`config.mk`:
```
export PLATFORM = sky130hd
export DESIGN_NAME = gray_enc_arbiter
export DESIGN_NICKNAME = d
export VERILOG_FILES = /design/src/rtl/gray_enc_pkg.sv /design/src/rtl/rr_arbiter.sv /design/src/rtl/gray_enc_arbiter.sv
export SDC_FILE = /design/constraint.sdc
export NUM_CORES = 1
export LEC_CHECK = 0
export ABC_AREA = 0
export CAP_MARGIN = 20
export CORE_ASPECT_RATIO = 0.75
export CORE_MARGIN = 2
export CORE_UTILIZATION = 46
export DETAILED_ROUTE_END_ITERATION = 6
export GPL_ROUTABILITY_DRIVEN = 0
export PLACE_DENSITY = 0.78
export SYNTH_ARGS = -nofsm -noshare
export SYNTH_HDL_FRONTEND = slang
export SYNTH_SLANG_ARGS = --single-unit
```
`constraint.sdc`:
```
create_clock -name clk -period 3.1 [get_ports clk]
set_input_delay 0.62 -clock clk [delete_from_list [all_inputs] [get_ports clk]]
set_output_delay 0.62 -clock clk [all_outputs]
set_load 0.1 [all_outputs]
```
`src/rtl/gray_enc_pkg.sv`:
```
// Shared types and helpers for the Gray-encoder arbiter slice.
// The optional encoder checker is enabled by defining GRAY_ENC_CHECK_EN.
package gray_enc_pkg;

  localparam int VAL_W   = 3;
  localparam int THERM_W = 7;

  typedef enum logic [1:0] {
    IDLE  = 2'd0,
    ISSUE = 2'd1,
    RESP  = 2'd2
  } state_t;

  function automatic logic [VAL_W-1:0] to_gray(input logic [VAL_W-1:0] val);
    return val ^ (val >> 1);
  endfunction

endpackage

```
`src/rtl/rr_arbiter.sv`:
```
// Combinational round-robin arbiter.
// The search starts at rr_ptr and wraps from NUM_REQ-1 back to 0.
module rr_arbiter #(
  parameter  int NUM_REQ = 4,
  localparam int ID_W    = $clog2(NUM_REQ)
) (
  input  logic [NUM_REQ-1:0] req,
  input  logic [ID_W-1:0]    rr_ptr,
  output logic [NUM_REQ-1:0] gnt,
  output logic [ID_W-1:0]    win,
  output logic               any_req
);

  int              sum;
  logic [ID_W-1:0] idx;
  logic            found;

  always_comb begin
    gnt     = '0;
    win     = '0;
    any_req = |req;
    found   = 1'b0;
    sum     = 0;
    idx     = '0;
    for (int k = 0; k < NUM_REQ; k++) begin
      sum = int'(rr_ptr) + k;
      if (sum >= NUM_REQ) sum = sum - NUM_REQ;
      idx = ID_W'(sum);
      if (!found && req[idx]) begin
        found    = 1'b1;
        win      = idx;
        gnt[idx] = 1'b1;
      end
    end
  end

endmodule

```
`src/rtl/gray_enc_arbiter.sv`:
```
// Round-robin sharing of one combinational Gray encoder among NUM_REQ requesters.
// Define GRAY_ENC_CHECK_EN to add the sticky err output and encoder checker.
//
// state | meaning
// IDLE  | waiting for a request; grant pulses combinationally here
// ISSUE | enc_en high, shared encoder result captured on the edge
// RESP  | response held on rsp_* until rsp_ready
module gray_enc_arbiter
  import gray_enc_pkg::*;
#(
  parameter  int NUM_REQ = 4,
  localparam int ID_W    = $clog2(NUM_REQ)
) (
  input  logic                     clk,
  input  logic                     rst_n,
  input  logic [NUM_REQ-1:0]       req,
  input  logic [VAL_W*NUM_REQ-1:0] req_data,
  output logic [NUM_REQ-1:0]       gnt,
  output logic [VAL_W-1:0]         enc_deci,
  output logic                     enc_en,
  input  logic [VAL_W-1:0]         enc_out,
  output logic                     rsp_valid,
  input  logic                     rsp_ready,
  output logic [VAL_W-1:0]         rsp_data,
  output logic [ID_W-1:0]          rsp_id,
  output logic                     busy
`ifdef GRAY_ENC_CHECK_EN
  ,
  output logic                     err
`endif
);

  state_t              state, state_nxt;
  logic [ID_W-1:0]     rr_ptr;
  logic [NUM_REQ-1:0]  arb_gnt;
  logic [ID_W-1:0]     arb_win;
  logic                any_req;
  logic [VAL_W-1:0]    sel_data;
  logic [ID_W-1:0]     ptr_nxt;
  logic                take;

  rr_arbiter #(.NUM_REQ(NUM_REQ)) u_arb (
    .req     (req),
    .rr_ptr  (rr_ptr),
    .gnt     (arb_gnt),
    .win     (arb_win),
    .any_req (any_req)
  );

  assign sel_data = req_data[int'(arb_win)*VAL_W +: VAL_W];
  assign ptr_nxt  = (arb_win == ID_W'(NUM_REQ-1)) ? '0 : arb_win + ID_W'(1);
  assign take     = (state == IDLE) && any_req;
  assign busy     = (state != IDLE);

  always_ff @(posedge clk or negedge rst_n) begin
    if (!rst_n) state <= IDLE;
    else        state <= state_nxt;
  end

  always_comb begin
    state_nxt = state;
    gnt       = '0;
    case (state)
      IDLE: begin
        if (any_req) begin
          gnt       = arb_gnt;
          state_nxt = ISSUE;
        end
      end
      ISSUE:   state_nxt = RESP;
      RESP:    if (rsp_ready) state_nxt = IDLE;
      default: state_nxt = IDLE;
    endcase
  end

  // enc_en is registered so it is glitch-free for exactly the ISSUE cycle
  always_ff @(posedge clk or negedge rst_n) begin
    if (!rst_n) begin
      rr_ptr    <= '0;
      enc_deci  <= '0;
      enc_en    <= 1'b0;
      rsp_valid <= 1'b0;
      rsp_data  <= '0;
      rsp_id    <= '0;
    end else begin
      enc_en <= (state_nxt == ISSUE);
      if (take) begin
        enc_deci <= sel_data;
        rsp_id   <= arb_win;
        rr_ptr   <= ptr_nxt;
      end
      if (state == ISSUE) begin
        rsp_data  <= enc_out;
        rsp_valid <= 1'b1;
      end else if (state == RESP && rsp_ready) begin
        rsp_valid <= 1'b0;
      end
    end
  end

`ifdef GRAY_ENC_CHECK_EN
  always_ff @(posedge clk or negedge rst_n) begin
    if (!rst_n)
      err <= 1'b0;
    else if (state == ISSUE && enc_out != to_gray(enc_deci))
      err <= 1'b1;
  end
`endif

endmodule
```
==> results of run 1 <==
## synth_stat cells (all sizes together), types with 2 or more instances
cell type | number | share of area
or2 | 3 | 0.016
ha | 9 | 0.095
and2 | 2 | 0.011
clkbuf | 2 | 0.0064
nand3b | 4 | 0.025
a32oi | 2 | 0.021
a22oi | 5 | 0.032
nand2 | 6 | 0.019
nor2 | 10 | 0.032
nand2b | 3 | 0.016
mux2 | 9 | 0.086
a221oi | 4 | 0.030
mux4 | 2 | 0.038
a21oi | 2 | 0.0085
buf | 5 | 0.032
o21ai | 6 | 0.025
inv | 6 | 0.019
dfrtp | 14 | 0.30
nor2b | 2 | 0.011
nor3 | 2 | 0.0085
mux2i | 7 | 0.059
a21o | 2 | 0.013
o211ai | 3 | 0.031
## critical path: cells and delay by family
family / cells / cell delay [ns]
AOI/OAI and AO/OA: 3 / 0.73
and+or+nand+nor: 2 / 0.55
buffers and inverters: 2 / 0.49
## layout by cell type (no fill, tap or decap), types with 2 or more instances in the layout
cell type and n:
a22oi_1 5, o21ai_1 3, dfrtp_1 13, clkbuf_4 3, nor3_1 2, nand2_1 6, dlygate4sd2_1 2, buf_12 4
clkdlybuf4s50_1 17, nand3b_1 4, mux2i_1 7, or2_2 2, a21oi_1 2, and2_1 2, nand2b_1 3, mux4_2 2
o21ai_0 3, nor2_4 4, a21o_1 2, o211ai_1 2, ha_1 9, dlymetal6s2s_1 2, buf_4 30, mux2_2 9
inv_1 5, nor2_1 6, a221oi_2 4
## logic make-up after synthesis
kind of cell / share of synthesized area
adder cells (fa/ha/maj): 0.0954
buffers and inverters: 0.0573
multiplexers: 0.183
AO/OA/AOI/OAI: 0.214
flip-flops: 0.297
AND/OR/NAND/NOR: 0.153
## layer usage
layer,routed length [microns],track usage
met4,12,0.0533
met3,144,0.0541
met5,0,0
met1,1330,0.251
met2,1570,0.391
## path summary, 6_finish.rpt
check	start	endpoint	slack, ns	depth (start not counted)
max	req[1]	gnt[0]	0.09	7
min	enc_deci[1]	enc_deci[1]	0.50	2
max reg2reg	rr_ptr[0]	enc_deci[1]	0.46	10
min reg2reg	enc_deci[1]	enc_deci[1]	0.50	2
max in group asynchronous	rst_n	rr_ptr[0]	1.94	1
min in group asynchronous	rst_n	rsp_data[2]	0.72	1
## cell type report
type	count	area [sq um]	share of cell area
clock buffers	4	36.3	0.0203
inverters	6	22.5	0.0126
repair buffers	55	518	0.289
well taps	34	42.5	0.0238
multi-input cells	90	820	0.458
flip-flops and latches	14	352	0.196
## repair_timing
| item | 4_1_cts | 5_1_grt |
|---|---|---|
| setup endpoints to repair | 4 | 4 |
| resized for setup | 4 | 4 |
| setup buffers | 1 | 3 |
## registers in the layout (all words and copies together), names as in the netlist
signal     cells
enc_deci       3
enc_en         1
rr_ptr         2
rsp_data       3
rsp_id         2
rsp_valid      1
state          2
## stage by stage
| stage | cells | util | hold WS [ns] | TNS [ns] | cell area, sq um |
|---|---|---|---|---|---|
| 3_3_place_gp | 195 | 0.717 | 0.474 | -0.305 | 1700 |
| 4_1_cts | 200 | 0.740 | 0.504 | -0.117 | 1750 |
| 2_1_floorplan | 117 | - | 0.324 | 0 | 1220 |
| 3_5_place_dp | 195 | 0.717 | 0.482 | -0.500 | 1700 |
| 5_1_grt | 203 | 0.757 | 0.537 | -0.0250 | 1790 |
| 6_report | 203 | 0.757 | 0.503 | 0 | 1790 |
==> flow_metrics.tcl, run 1 <==
set metrics [dict create \
    clkLatencyLatePin_ns 0.28 \
    path_cells "dlygate4sd2_1, or3b_4, a2111oi_4, a21o_1, a221oi_2, nor2_4, buf_12" \
    worstMarginPinSlew_ns 0.629 \
    min_period_ns 3.01 \
    cts_buffer_depth 2 \
    cts_root_buf "clkbuf_4" \
    yosysUniqueCellTypes 35 \
    max_freq_mhz 332 \
    drive_above_1_share 0.396 \
    cts_hold_buffers 0 \
    slowest_delay_ns 0.42 \
    totalWireLength_microns 3050 \
    grt_pass1_wl_microns 4690 \
    cp_max_fo 7 \
    syn2layout_area_growth_pct 51.7 \
    core-area_sq_um 2360 \
    drt_iter0_markers 72 \
    cts_tree "yes" \
    drt-wirelength-per-cell_microns 15.0 \
    status "completed" \
    grt_pass1_vias 1092 \
    path_clk_slew_ns 0.09 \
    min_path_type "reg2reg" \
    final_max_slew_viol_count 0 \
    fp.dieW_microns 62.5 \
    drc_errors 0 \
    start_util 0.499 \
    relSlewSlack 0.579 \
    fin_skew_ns 0.00189 \
    required_ns 2.48 \
    ant_nets 0 \
    io_pins 37 \
    grt_max_degree 15 \
    overflow 0 \
    clock-sinks 14 \
    htreeDepth 1 \
    setup_viol 0 \
    viasPerCell 5.35 \
    die_y_microns 47.9 \
    dp_hpwl_microns 2400 \
    fillCellCount 179 \
    dr.pass1.iters 4 \
    avgSynthCellArea_sq_um 10.1 \
    ys_seq_area_frac 0.297 \
    io_buffers 36 \
    n_antenna_cell 0 \
    period_share 0.972 \
    synth_fp_nets 148 \
    fp-row-count 15 \
    antenna_found_initial 0 \
    layout.nets 201 \
    vias 1086 \
    cts_buffers 3 \
    yosys_warnings 0 \
    crit_path_start_kind "input port" \
    die_area_sq_um 2990 \
    critPathCaptureType "primary output" \
    drv_cap 0 \
    postLayoutSetupSlackWorst_ns 0.0879 \
    cpMaxStageDelayCell "or3b_4" \
    preCtsSetupSlack_ns -0.140 \
    synth_area_sq_um 1180 \
    synth_cells 117 \
    synth-seq-cells 14 \
    ys.flop_type "dfrtp_1" \
    worstSetupPathType "in2out" \
    async_flop_share 1.00 \
    finalHoldViolations 0 \
    arrival_ns 2.39 \
    synth-edff-count 0 \
    grt_use_total 0.209 \
]
Power of run 1 is not shown: default switching activity piles up to over one toggle a cycle in this logic, so the estimate is an artifact.
==> inputs of run 2 (changes only) <==
--- a/config.mk
+++ b/config.mk
@@ -5,14 +5,16 @@
 export SDC_FILE = /design/constraint.sdc
 export NUM_CORES = 1
 export LEC_CHECK = 0
-export ABC_AREA = 0
+export ABC_CLOCK_PERIOD_IN_PS = 3100
 export CAP_MARGIN = 20
+export CELL_PAD_IN_SITES_DETAIL_PLACEMENT = 0
+export CELL_PAD_IN_SITES_GLOBAL_PLACEMENT = 1
 export CORE_ASPECT_RATIO = 0.75
 export CORE_MARGIN = 2
-export CORE_UTILIZATION = 46
+export CORE_UTILIZATION = 35
 export DETAILED_ROUTE_END_ITERATION = 6
 export GPL_ROUTABILITY_DRIVEN = 0
-export PLACE_DENSITY = 0.78
+export PLACE_DENSITY = 0.79
 export SYNTH_ARGS = -nofsm -noshare
 export SYNTH_HDL_FRONTEND = slang
 export SYNTH_SLANG_ARGS = --single-unit
==> run 2 against run 1 <==
  * Register-to-register slack improved by 0.05 ns
  * Critical path depth rose by 1
  * Clock-buffer cell count did not move
  * Cell area rose by 0.91%
  * Wire length fell by 6.7%
  * Via count fell by 1.5%
  * First-iteration DRC count fell by 60%
  * Worst hold slack got worse by 0.012 ns
  * Non-clock buffer count fell by 5
  * Fmax rose by 2.2%
==> flow_metrics.tcl, run 2 (synthesis results as in run 1) <==
set metrics [dict create \
    status "completed" \
    dr.pass1.iters 4 \
    cts_hold_buffers 0 \
    final_common_cell "buf_4" \
    critPathCaptureType "primary output" \
    slowest_delay_ns 0.45 \
    grt_max_degree 15 \
    min_period_ns 2.95 \
    min_path_type "reg2reg" \
    fp.dieW_microns 71.0 \
    hold_start "state[1]" \
    critPathBufInv 2 \
    crit_path_start_kind "flop" \
    relSlewSlack 0.574 \
    fp-row-count 18 \
    totalWireLength_microns 2850 \
    final_cell_area_sq_um 1810 \
    viasPerCell 5.25 \
    drt_iter0_markers 29 \
    preCtsSetupSlack_ns -0.186 \
    antenna_found_initial 0 \
    core-area_sq_um 3270 \
    ant_nets 0 \
    place_area_sq_um 1700 \
    cp_max_fo 8 \
    max_freq_mhz 339 \
    grt_pass1_wl_microns 4660 \
    setup_viol 0 \
    grt.met2_usage 0.257 \
    cpMaxStageDelayCell "dfrtp_2" \
    busiest_layer "met2" \
    drive_above_1_share 0.415 \
    n_antenna_cell 0 \
    drv_cap 0 \
    final_max_slew_viol_count 0 \
    largest_registers "enc_deci: 3 flops, rsp_data: 3 flops" \
    io_buffers 36 \
    overflow 0 \
    cts_buffer_depth 2 \
    htreeDepth 1 \
    dp_hpwl_microns 2210 \
    postLayoutSetupSlackWorst_ns 0.151 \
    vias 1070 \
    clock-sinks 14 \
    r2r-start "rr_ptr[0]" \
    worstSetupPathType "reg2out" \
    final_cell_mix "25 x buf_4, 17 x clkdlybuf4s50_1, 13 x dfrtp_1" \
    cts_root_buf "clkbuf_8" \
    finalHoldViolations 0 \
    period_share 0.951 \
    clkLatencyLatePin_ns 0.25 \
    fin_util 0.553 \
    start_util 0.361 \
    drc_errors 0 \
    use_met1 0.212 \
    grt_pass1_vias 997 \
    cts_tree "yes" \
    path_clk_slew_ns 0.06 \
    die_y_microns 54.3 \
    startpoint "rr_ptr[0]" \
    worstMarginPinSlew_ns 0.636 \
    grt_use_total 0.156 \
    syn2layout_area_growth_pct 53.1 \
    die_area_sq_um 3860 \
    arrival_ns 2.33 \
    drt-wirelength-per-cell_microns 14.0 \
    rsz0062_at_grt "no" \
    fin_skew_ns 0.00204 \
    cp_top_family "compound AO/OA/AOI/OAI gates" \
    path_cells "inv_2, ha_1, mux4_2, a22oi_1, nor2_1, a221oi_2, nor2_4, buf_12" \
    fillCellCount 277 \
    final.setup.tns_ns 0 \
    r2r_slack_ns 0.51 \
    required_ns 2.48 \
    met3_usage 0.0368 \
    io_pins 37 \
    layout.nets 196 \
    cts_buffers 3 \
]
## run 2: cell count changes in the layout (fill, tap and decap cells not counted), moves of 3 or more
| cell | before | now |
|---|---|---|
| buf_4 | 30 | 25 |
| clkbuf_8 | 1 | 4 |
| a22oi_1 | 5 | 2 |
| a22oi_2 | 0 | 3 |
| clkbuf_4 | 3 | 0 |
## run 2: layout make-up
cell class / count / area, sq um / share of cell area
Inverter: 6 / 22.5 / 0.0125
Tap cell: 40 / 50.0 / 0.0277
Clock buffer: 4 / 55.1 / 0.0305
Multi-Input combinational cell: 90 / 846 / 0.468
Sequential cell: 14 / 352 / 0.195
Timing Repair Buffer: 50 / 482 / 0.267
## run 2: worst reg2reg max path: stages (launching register included)
cell	delay (ns)
dfrtp_2	0.45
inv_2	0.11
ha_1	0.33
mux4_2	0.41
buf_4	0.19
a32oi_2	0.26
o211ai_4	0.20
mux2i_1	0.17
mux2_2	0.27
o21ai_1	0.12
## run 2: timing repair
action	CTS	global route
pin swaps	0	3
buffers inserted	0	0
endpoints found under the setup margin	4	4
gates resized for setup	7	9
## run 2: routing by layer
metal	part of all wire	vias to the layer above
li1	-	525
met1	0.47	519
met2	0.50	26
met3	0.033	0
met4	0	0
met5	0	-
## run 2: path summary, 6_finish.rpt
path	cells past startpoint	to
setup / recovery	8	gnt[2]
hold / removal	1	rsp_valid
setup reg to reg	9	enc_deci[0]
hold reg to reg	1	rsp_valid
max in group asynchronous	1	rr_ptr[0]
min in group asynchronous	1	rsp_valid
## run 2: metrics by stage
stage / cells / hold slack, ns
final: 204 / 0.490
after global routing: 204 / 0.533
after CTS: 204 / 0.498
after detailed placement: 200 / 0.487
after global placement: 200 / 0.468
after floorplan: 117 / 0.324
Power of run 2 is left out for the same reason.
